<file path="config.mk">
export PLATFORM = sky130hd
export DESIGN_NAME = write_port_buffer
export DESIGN_NICKNAME = d
export VERILOG_FILES = /design/src/rtl/write_port_buffer.sv
export SDC_FILE = /design/constraint.sdc
export NUM_CORES = 2
export LEC_CHECK = 0
export ABC_AREA = 0
export CAP_MARGIN = 20
export CORE_MARGIN = 4
export CORE_UTILIZATION = 59
export DETAILED_ROUTE_END_ITERATION = 7
export MAX_ROUTING_LAYER = met4
export PLACE_DENSITY = 0.75
export SLEW_MARGIN = 15
export SYNTH_ARGS = -nofsm -noshare
export SYNTH_HDL_FRONTEND = slang
export SYNTH_SLANG_ARGS = --single-unit
</file>
<file path="constraint.sdc">
create_clock -name clk -period 14.8 [get_ports clk]
set_input_delay 2.96 -clock clk [delete_from_list [all_inputs] [get_ports clk]]
set_output_delay 2.96 -clock clk [all_outputs]
set_load 0.1 [all_outputs]
</file>
<file path="src/rtl/write_port_buffer.sv">
// write_port_buffer: per-port ingress packet buffer feeding the write arbiter.
// In: clk, rst (async, low), wr_vld/sop/eop/data/priority, next_data (grant).
// Out: wr_full, ready, prio (head-of-line priority), rd_vld/rd_data/eop,
//      drop_cnt (saturating count of dropped or aborted packets).
module write_port_buffer #(
  parameter int DATA_WIDTH     = 32,
  parameter int DEPTH          = 64,
  parameter int PKT_DEPTH      = 8,
  parameter int priority_width = 3
) (
  input  logic                      clk,
  input  logic                      rst,
  input  logic                      wr_vld,
  input  logic                      wr_sop,
  input  logic                      wr_eop,
  input  logic [DATA_WIDTH-1:0]     wr_data,
  input  logic [priority_width-1:0] wr_priority,
  output logic                      wr_full,
  output logic                      ready,
  output logic [priority_width-1:0] prio,
  input  logic                      next_data,
  output logic                      rd_vld,
  output logic [DATA_WIDTH-1:0]     rd_data,
  output logic                      eop,
  output logic [7:0]                drop_cnt
);

  localparam int AW = $clog2(DEPTH);
  localparam int PW = $clog2(PKT_DEPTH);
  localparam int LW = AW + 1;

  localparam logic [AW:0]   DEPTH_P  = (AW+1)'(DEPTH);
  localparam logic [AW:0]   PTR_ONE  = (AW+1)'(1);
  localparam logic [LW-1:0] LEN_ONE  = LW'(1);
  localparam logic [PW:0]   PKT_FULL = (PW+1)'(PKT_DEPTH);
  localparam logic [PW-1:0] DP_ONE   = PW'(1);
  localparam logic [PW:0]   DC_ONE   = (PW+1)'(1);

  typedef enum logic [1:0] {W_IDLE, W_PKT, W_DROP} wstate_t;
  typedef enum logic [1:0] {R_ARMED, R_XFER, R_WAIT_LOW} rstate_t;

  wstate_t ws, ws_n;
  rstate_t rs, rs_n;

  logic [DATA_WIDTH-1:0]     mem   [DEPTH];
  logic [LW-1:0]             d_len [PKT_DEPTH];
  logic [priority_width-1:0] d_pri [PKT_DEPTH];

  logic [AW:0]               wr_ptr, cmt_ptr, rd_ptr;
  logic [AW:0]               wp_n, cp_n, rp_n;
  logic [AW-1:0]             wa;
  logic [LW-1:0]             len, len_n, rem, rem_n;
  logic [priority_width-1:0] cur_pri, pri_n;
  logic [PW-1:0]             dw_ptr, dr_ptr;
  logic [PW:0]               d_cnt;
  logic                      we, push, pop, sop_ok;
  logic                      rd_adv, vld_n, eop_n;
  logic [1:0]                drops;
  logic [8:0]                dsum;

  // Write side. A sop always restarts from the committed pointer, which
  // both aborts an open packet and leaves DROP rewound.
  always_comb begin
    ws_n   = ws;
    wp_n   = wr_ptr;
    cp_n   = cmt_ptr;
    wa     = wr_ptr[AW-1:0];
    len_n  = len;
    pri_n  = cur_pri;
    we     = 1'b0;
    push   = 1'b0;
    drops  = 2'd0;
    sop_ok = (d_cnt != PKT_FULL) &&
             ((cmt_ptr - rd_ptr) != DEPTH_P);
    if (wr_vld && wr_sop) begin
      if (ws == W_PKT) drops = 2'd1;
      wa   = cmt_ptr[AW-1:0];
      wp_n = cmt_ptr;
      if (sop_ok) begin
        we    = 1'b1;
        wp_n  = cmt_ptr + PTR_ONE;
        len_n = LEN_ONE;
        pri_n = wr_priority;
        if (wr_eop) begin
          push = 1'b1;
          cp_n = wp_n;
          ws_n = W_IDLE;
        end else begin
          ws_n = W_PKT;
        end
      end else begin
        drops = drops + 2'd1;
        ws_n  = wr_eop ? W_IDLE : W_DROP;
      end
    end else if (wr_vld) begin
      unique case (ws)
        W_PKT: begin
          if (wr_full || len == DEPTH_P) begin
            drops = 2'd1;
            wp_n  = cmt_ptr;
            ws_n  = wr_eop ? W_IDLE : W_DROP;
          end else begin
            we    = 1'b1;
            wp_n  = wr_ptr + PTR_ONE;
            len_n = len + LEN_ONE;
            if (wr_eop) begin
              push = 1'b1;
              cp_n = wp_n;
              ws_n = W_IDLE;
            end
          end
        end
        W_DROP: if (wr_eop) ws_n = W_IDLE;
        default: ;
      endcase
    end
  end

  // Read side. WAIT_LOW holds off re-arming until the grant is seen low.
  always_comb begin
    rs_n   = rs;
    rem_n  = rem;
    rd_adv = 1'b0;
    vld_n  = 1'b0;
    eop_n  = 1'b0;
    pop    = 1'b0;
    unique case (rs)
      R_ARMED: begin
        if (next_data && ready) begin
          rem_n = d_len[dr_ptr];
          rs_n  = R_XFER;
        end
      end
      R_XFER: begin
        if (next_data) begin
          rd_adv = 1'b1;
          vld_n  = 1'b1;
          rem_n  = rem - LEN_ONE;
          if (rem == LEN_ONE) begin
            eop_n = 1'b1;
            pop   = 1'b1;
            rs_n  = R_WAIT_LOW;
          end
        end
      end
      R_WAIT_LOW: if (!next_data) rs_n = R_ARMED;
      default: rs_n = R_ARMED;
    endcase
  end

  assign rp_n = rd_adv ? rd_ptr + PTR_ONE : rd_ptr;
  assign dsum = {1'b0, drop_cnt} + {7'd0, drops};

  always_ff @(posedge clk) begin
    if (we) mem[wa] <= wr_data;
    if (push) begin
      d_len[dw_ptr] <= len_n;
      d_pri[dw_ptr] <= pri_n;
    end
  end

  always_ff @(posedge clk or negedge rst) begin
    if (!rst) begin
      ws       <= W_IDLE;
      rs       <= R_ARMED;
      wr_ptr   <= '0;
      cmt_ptr  <= '0;
      rd_ptr   <= '0;
      len      <= '0;
      rem      <= '0;
      cur_pri  <= '0;
      dw_ptr   <= '0;
      dr_ptr   <= '0;
      d_cnt    <= '0;
      wr_full  <= 1'b0;
      ready    <= 1'b0;
      prio     <= '0;
      rd_vld   <= 1'b0;
      rd_data  <= '0;
      eop      <= 1'b0;
      drop_cnt <= '0;
    end else begin
      ws      <= ws_n;
      rs      <= rs_n;
      wr_ptr  <= wp_n;
      cmt_ptr <= cp_n;
      rd_ptr  <= rp_n;
      len     <= len_n;
      rem     <= rem_n;
      cur_pri <= pri_n;
      wr_full <= (wp_n - rp_n) == DEPTH_P;
      rd_vld  <= vld_n;
      eop     <= eop_n;
      if (rd_adv) rd_data <= mem[rd_ptr[AW-1:0]];
      if (push) dw_ptr <= dw_ptr + DP_ONE;
      if (pop) dr_ptr <= dr_ptr + DP_ONE;
      unique case ({push, pop})
        2'b10:   d_cnt <= d_cnt + DC_ONE;
        2'b01:   d_cnt <= d_cnt - DC_ONE;
        default: ;
      endcase
      // Head status is registered from the descriptor state.
      ready    <= d_cnt != '0;
      prio     <= (d_cnt != '0) ? d_pri[dr_ptr] : '0;
      drop_cnt <= dsum[8] ? 8'hFF : dsum[7:0];
    end
  end

endmodule
</file>
==> impl_metrics.prom <==
# TYPE chip_impl_metric gauge
chip_impl_metric{name="layout.cell_area.non_filler",unit="um^2"} 97300
chip_impl_metric{name="worst_slew_margin_rel",unit=""} 0.208
chip_impl_metric{name="fmax",unit="MHz"} 161
chip_impl_info{name="clock_tree.root_cell",value="sky130_fd_sc_hd__clkbuf_16"} 1
chip_impl_metric{name="timing.final.setup_violations",unit=""} 0
chip_impl_metric{name="vias",unit=""} 43300
chip_impl_metric{name="syn-cell-area",unit="um^2"} 86400
chip_impl_metric{name="finalWirelength",unit="um"} 218000
chip_impl_info{name="cts_tree",value="yes"} 1
chip_impl_metric{name="synth_warnings",unit=""} 0
chip_impl_metric{name="cp.required",unit="ns"} 15.25
chip_impl_metric{name="chipWidth",unit="um"} 391
chip_impl_metric{name="cts_post_setup_buffers_inserted",unit=""} 0
chip_impl_metric{name="ir_worst_vdd",unit="mV"} 0.145
chip_impl_metric{name="grt_remaining_overflow",unit=""} 0
chip_impl_info{name="worstSetupPathType",value="primary input to flip-flop"} 1
chip_impl_metric{name="wl_met1",unit="um"} 79900
chip_impl_metric{name="met2RoutedLength",unit="um"} 104000
chip_impl_metric{name="drt_first_iter_violations",unit=""} 6667
chip_impl_metric{name="hpwlAfterDp",unit="um"} 123000
chip_impl_info{name="layout.cells.most_common",value="sky130_fd_sc_hd__edfxtp_1"} 1
chip_impl_metric{name="synth_seq_area_share",unit=""} 0.769
chip_impl_metric{name="maxSlewViolCount",unit=""} 0
chip_impl_metric{name="final_min_period_over_clock_period",unit=""} 0.419
chip_impl_metric{name="ant_nets",unit=""} 0
chip_impl_metric{name="wire_length_of_the_first_global_routing_pass",unit="um"} 315000
chip_impl_metric{name="cts.hold.buffers_added",unit=""} 0
chip_impl_info{name="layout_common_cells",value="sky130_fd_sc_hd__edfxtp_1 (2128), sky130_fd_sc_hd__mux4_2 (569), sky130_fd_sc_hd__nand2_1 (272)"} 1
chip_impl_metric{name="place_congestion",unit=""} 0.898
chip_impl_metric{name="drt_pass1_iterations",unit=""} 6
chip_impl_metric{name="grt_max_degree",unit=""} 113
chip_impl_metric{name="grt.total_usage",unit=""} 0.300
chip_impl_info{name="worstPathCellList",value="clkdlybuf4s50_1 -> and2_1 -> nand2_1 -> nor2_1 -> a21o_1 -> nand2_1 -> nor2_4"} 1
chip_impl_metric{name="avgSynthCellArea",unit="um^2"} 21.2
chip_impl_metric{name="cellPowerDensity",unit="nW/um^2"} 190
chip_impl_info{name="path_common_cell",value="sky130_fd_sc_hd__nand2_1"} 1
chip_impl_info{name="dominantRegCellSynth",value="sky130_fd_sc_hd__edfxtp_1"} 1
chip_impl_metric{name="timing.final.hold_violations",unit=""} 0
chip_impl_metric{name="avgRoutedWirePerCell",unit="um"} 34.2
chip_impl_metric{name="final_period_minus_worst_setup_slack",unit="ns"} 6.20
chip_impl_metric{name="syn_to_final_growth",unit="%"} 12.7
chip_impl_metric{name="number_of_synthesized_flops_with_an_enable_pin",unit=""} 2128
chip_impl_metric{name="placementRows",unit=""} 140
chip_impl_metric{name="routed_via_density",unit=""} 6.77
chip_impl_metric{name="yosys_register_bits",unit=""} 2227
chip_impl_metric{name="route.met3.wl",unit="um"} 25700
chip_impl_metric{name="final.setup.tns",unit="ns"} 0
chip_impl_metric{name="die_area",unit="um^2"} 153000
chip_impl_metric{name="nets",unit=""} 4359
chip_impl_info{name="topRoutingLayerUsed",value="met4"} 1
chip_impl_metric{name="core_area",unit="um^2"} 146000
chip_impl_metric{name="share_of_final_layout_standard_cells_stronger_than_drive_strength_1",unit=""} 0.249
chip_impl_metric{name="p_leak",unit="nW"} 31.0
chip_impl_info{name="rsz0062_at_grt",value="no"} 1
chip_impl_metric{name="cp_data_arrival_time",unit="ns"} 6.65
chip_impl_info{name="critical_path.slowest_cell",value="sky130_fd_sc_hd__nor2_4"} 1
chip_impl_metric{name="floorplan.io_pins",unit=""} 88
chip_impl_metric{name="drc_errors",unit=""} 0
chip_impl_info{name="status",value="completed"} 1
chip_impl_metric{name="die-height",unit="um"} 391
chip_impl_metric{name="clock_latency",unit="ns"} 0.85
chip_impl_metric{name="fillers",unit=""} 8874
chip_impl_metric{name="htree_num_levels",unit=""} 4
chip_impl_metric{name="synth_fp_nets",unit=""} 4149
chip_impl_metric{name="ys_types",unit=""} 66
chip_impl_info{name="endpoint_kind",value="flip-flop"} 1
chip_impl_metric{name="cts_made_buffers",unit=""} 212
chip_impl_metric{name="starting_density_of_the_core",unit=""} 0.593
chip_impl_metric{name="placed_area",unit="um^2"} 89900
chip_impl_metric{name="max-clock-path-buffers",unit=""} 3
chip_impl_metric{name="max_clock_skew",unit="ns"} 0.0327
chip_impl_metric{name="clk_pin_slew",unit="ns"} 0.06
chip_impl_info{name="hold_class",value="flip-flop to flip-flop"} 1
chip_impl_metric{name="max_slew.worst_pin.slew",unit="ns"} 1.19
chip_impl_metric{name="ctsResizeCount",unit=""} 0
chip_impl_metric{name="max_cap_viol_count",unit=""} 0
chip_impl_metric{name="asyncSetResetFlopFracSynth",unit=""} 0.0445
chip_impl_metric{name="post_synth_inst_count",unit=""} 4079
chip_impl_metric{name="path_max_fanout",unit=""} 32
chip_impl_metric{name="place.port_buffers",unit=""} 87
chip_impl_metric{name="cts.sink_count",unit=""} 2227
chip_impl_metric{name="crit_path_max_incr_delay",unit="ns"} 1.09
chip_impl_metric{name="grt_antenna_before_repair",unit=""} 8
chip_impl_info{name="setup.worst_path.start_class",value="primary input"} 1
chip_impl_metric{name="grt_pass1_vias",unit=""} 42900
layout make-up:
class / count / area, um^2 / area share
diodes: 5 / 12.5 / 0.000129
clock buffers: 272 / 5720 / 0.0588
clock inverters: 120 / 1080 / 0.0111
inverters: 36 / 144 / 0.00148
multi-input cells: 1610 / 19500 / 0.200
flip-flops and latches: 2227 / 66400 / 0.682
well taps: 1917 / 2400 / 0.0246
repair buffers: 202 / 2070 / 0.0213
worst max-delay path: cells and delay by family:
kind            cells  cell delay, ns
simple gates        5            2.57
compound gates      1            0.43
buf+inv             1            0.60
registers in the layout, summed over array words and instances (netlist names):
register  cells
cmt_ptr       7
cur_pri       3
d_cnt         4
d_len        56
d_pri        24
dr_ptr        3
drop_cnt      8
dw_ptr        3
eop           1
len           7
mem        2048
prio          3
rd_data      32
rd_ptr        7
rd_vld        1
ready         1
rem           7
rs            2
wr_full       1
wr_ptr        7
ws            2
cell usage after synthesis (23+ instances only):
| master | count | share of area |
|---|---|---|
| sky130_fd_sc_hd__o22ai_1 | 23 | 0.0017 |
| sky130_fd_sc_hd__buf_2 | 61 | 0.0035 |
| sky130_fd_sc_hd__nand3_1 | 62 | 0.0036 |
| sky130_fd_sc_hd__mux4_2 | 569 | 0.15 |
| sky130_fd_sc_hd__and3_1 | 29 | 0.0021 |
| sky130_fd_sc_hd__o21ai_0 | 65 | 0.0038 |
| sky130_fd_sc_hd__a21oi_1 | 68 | 0.0039 |
| sky130_fd_sc_hd__nand2_1 | 273 | 0.012 |
| sky130_fd_sc_hd__buf_1 | 27 | 0.0012 |
| sky130_fd_sc_hd__inv_1 | 31 | 0.0013 |
| sky130_fd_sc_hd__ha_1 | 27 | 0.0039 |
| sky130_fd_sc_hd__edfxtp_1 | 2128 | 0.74 |
| sky130_fd_sc_hd__a31oi_1 | 27 | 0.0020 |
| sky130_fd_sc_hd__nor3_1 | 36 | 0.0021 |
| sky130_fd_sc_hd__mux2i_1 | 105 | 0.012 |
| sky130_fd_sc_hd__nor2_1 | 136 | 0.0059 |
| sky130_fd_sc_hd__dfrtp_1 | 99 | 0.029 |
| sky130_fd_sc_hd__clkbuf_1 | 110 | 0.0048 |
layer usage:
metal / track usage / vias to the layer above
met5: - / -
met4: 0.102 / 0
met3: 0.0638 / 399
met2: 0.446 / 2790
met1: 0.424 / 22700
li1: - / 17400
report_power, final:
part           internal (W)  total (W)  switching [W]
Sequential          0.00717    0.00752       0.000349
Clock               0.00298    0.00530        0.00233
Combinational       0.00216    0.00566        0.00350
logic make-up (layout without fill, tap and decap cells):
family / Yosys count / after routing / synth area share
AOI/OAI and AO/OA: 278 / 278 / 0.0206
xor gates and xnor gates: 29 / 29 / 0.00294
adders and majority gates: 29 / 29 / 0.00438
buffers and inverters: 242 / 630 / 0.0118
DFF: 2227 / 2227 / 0.769
muxes: 683 / 683 / 0.162
other: 0 / 5 / 0
and+or+nand+nor: 591 / 591 / 0.0298
path summary, 6_finish.rpt:
kind / startpoint / end / slack, ns / cells past startpoint
max: wr_vld / mem[40][16] / 8.60 / 7
min: rs[1] / rs[0] / 0.48 / 1
max reg2reg: rd_ptr[0] / rd_data[10] / 8.95 / 9
min reg2reg: rs[1] / rs[0] / 0.48 / 1
max in group asynchronous: rst / rd_data[30] / 11.41 / 2
min in group asynchronous: rst / rem[5] / 2.06 / 1
per-stage QoR:
stage	utilization	hold WS (ns)	worst slack (ns)	std cells	power (W)
CTS	0.664	0.477	8.61	6358	0.0185
finish	0.668	0.478	8.60	6389	0.0185
global placement	0.617	0.457	7.94	5963	0.0131
floorplan	-	0.442	9.02	4079	0.0111
global route	0.668	0.512	8.41	6387	0.0191
detailed placement	0.618	0.471	7.74	5966	0.0132
No activity file was read; power rests on OpenSTA's default activity.
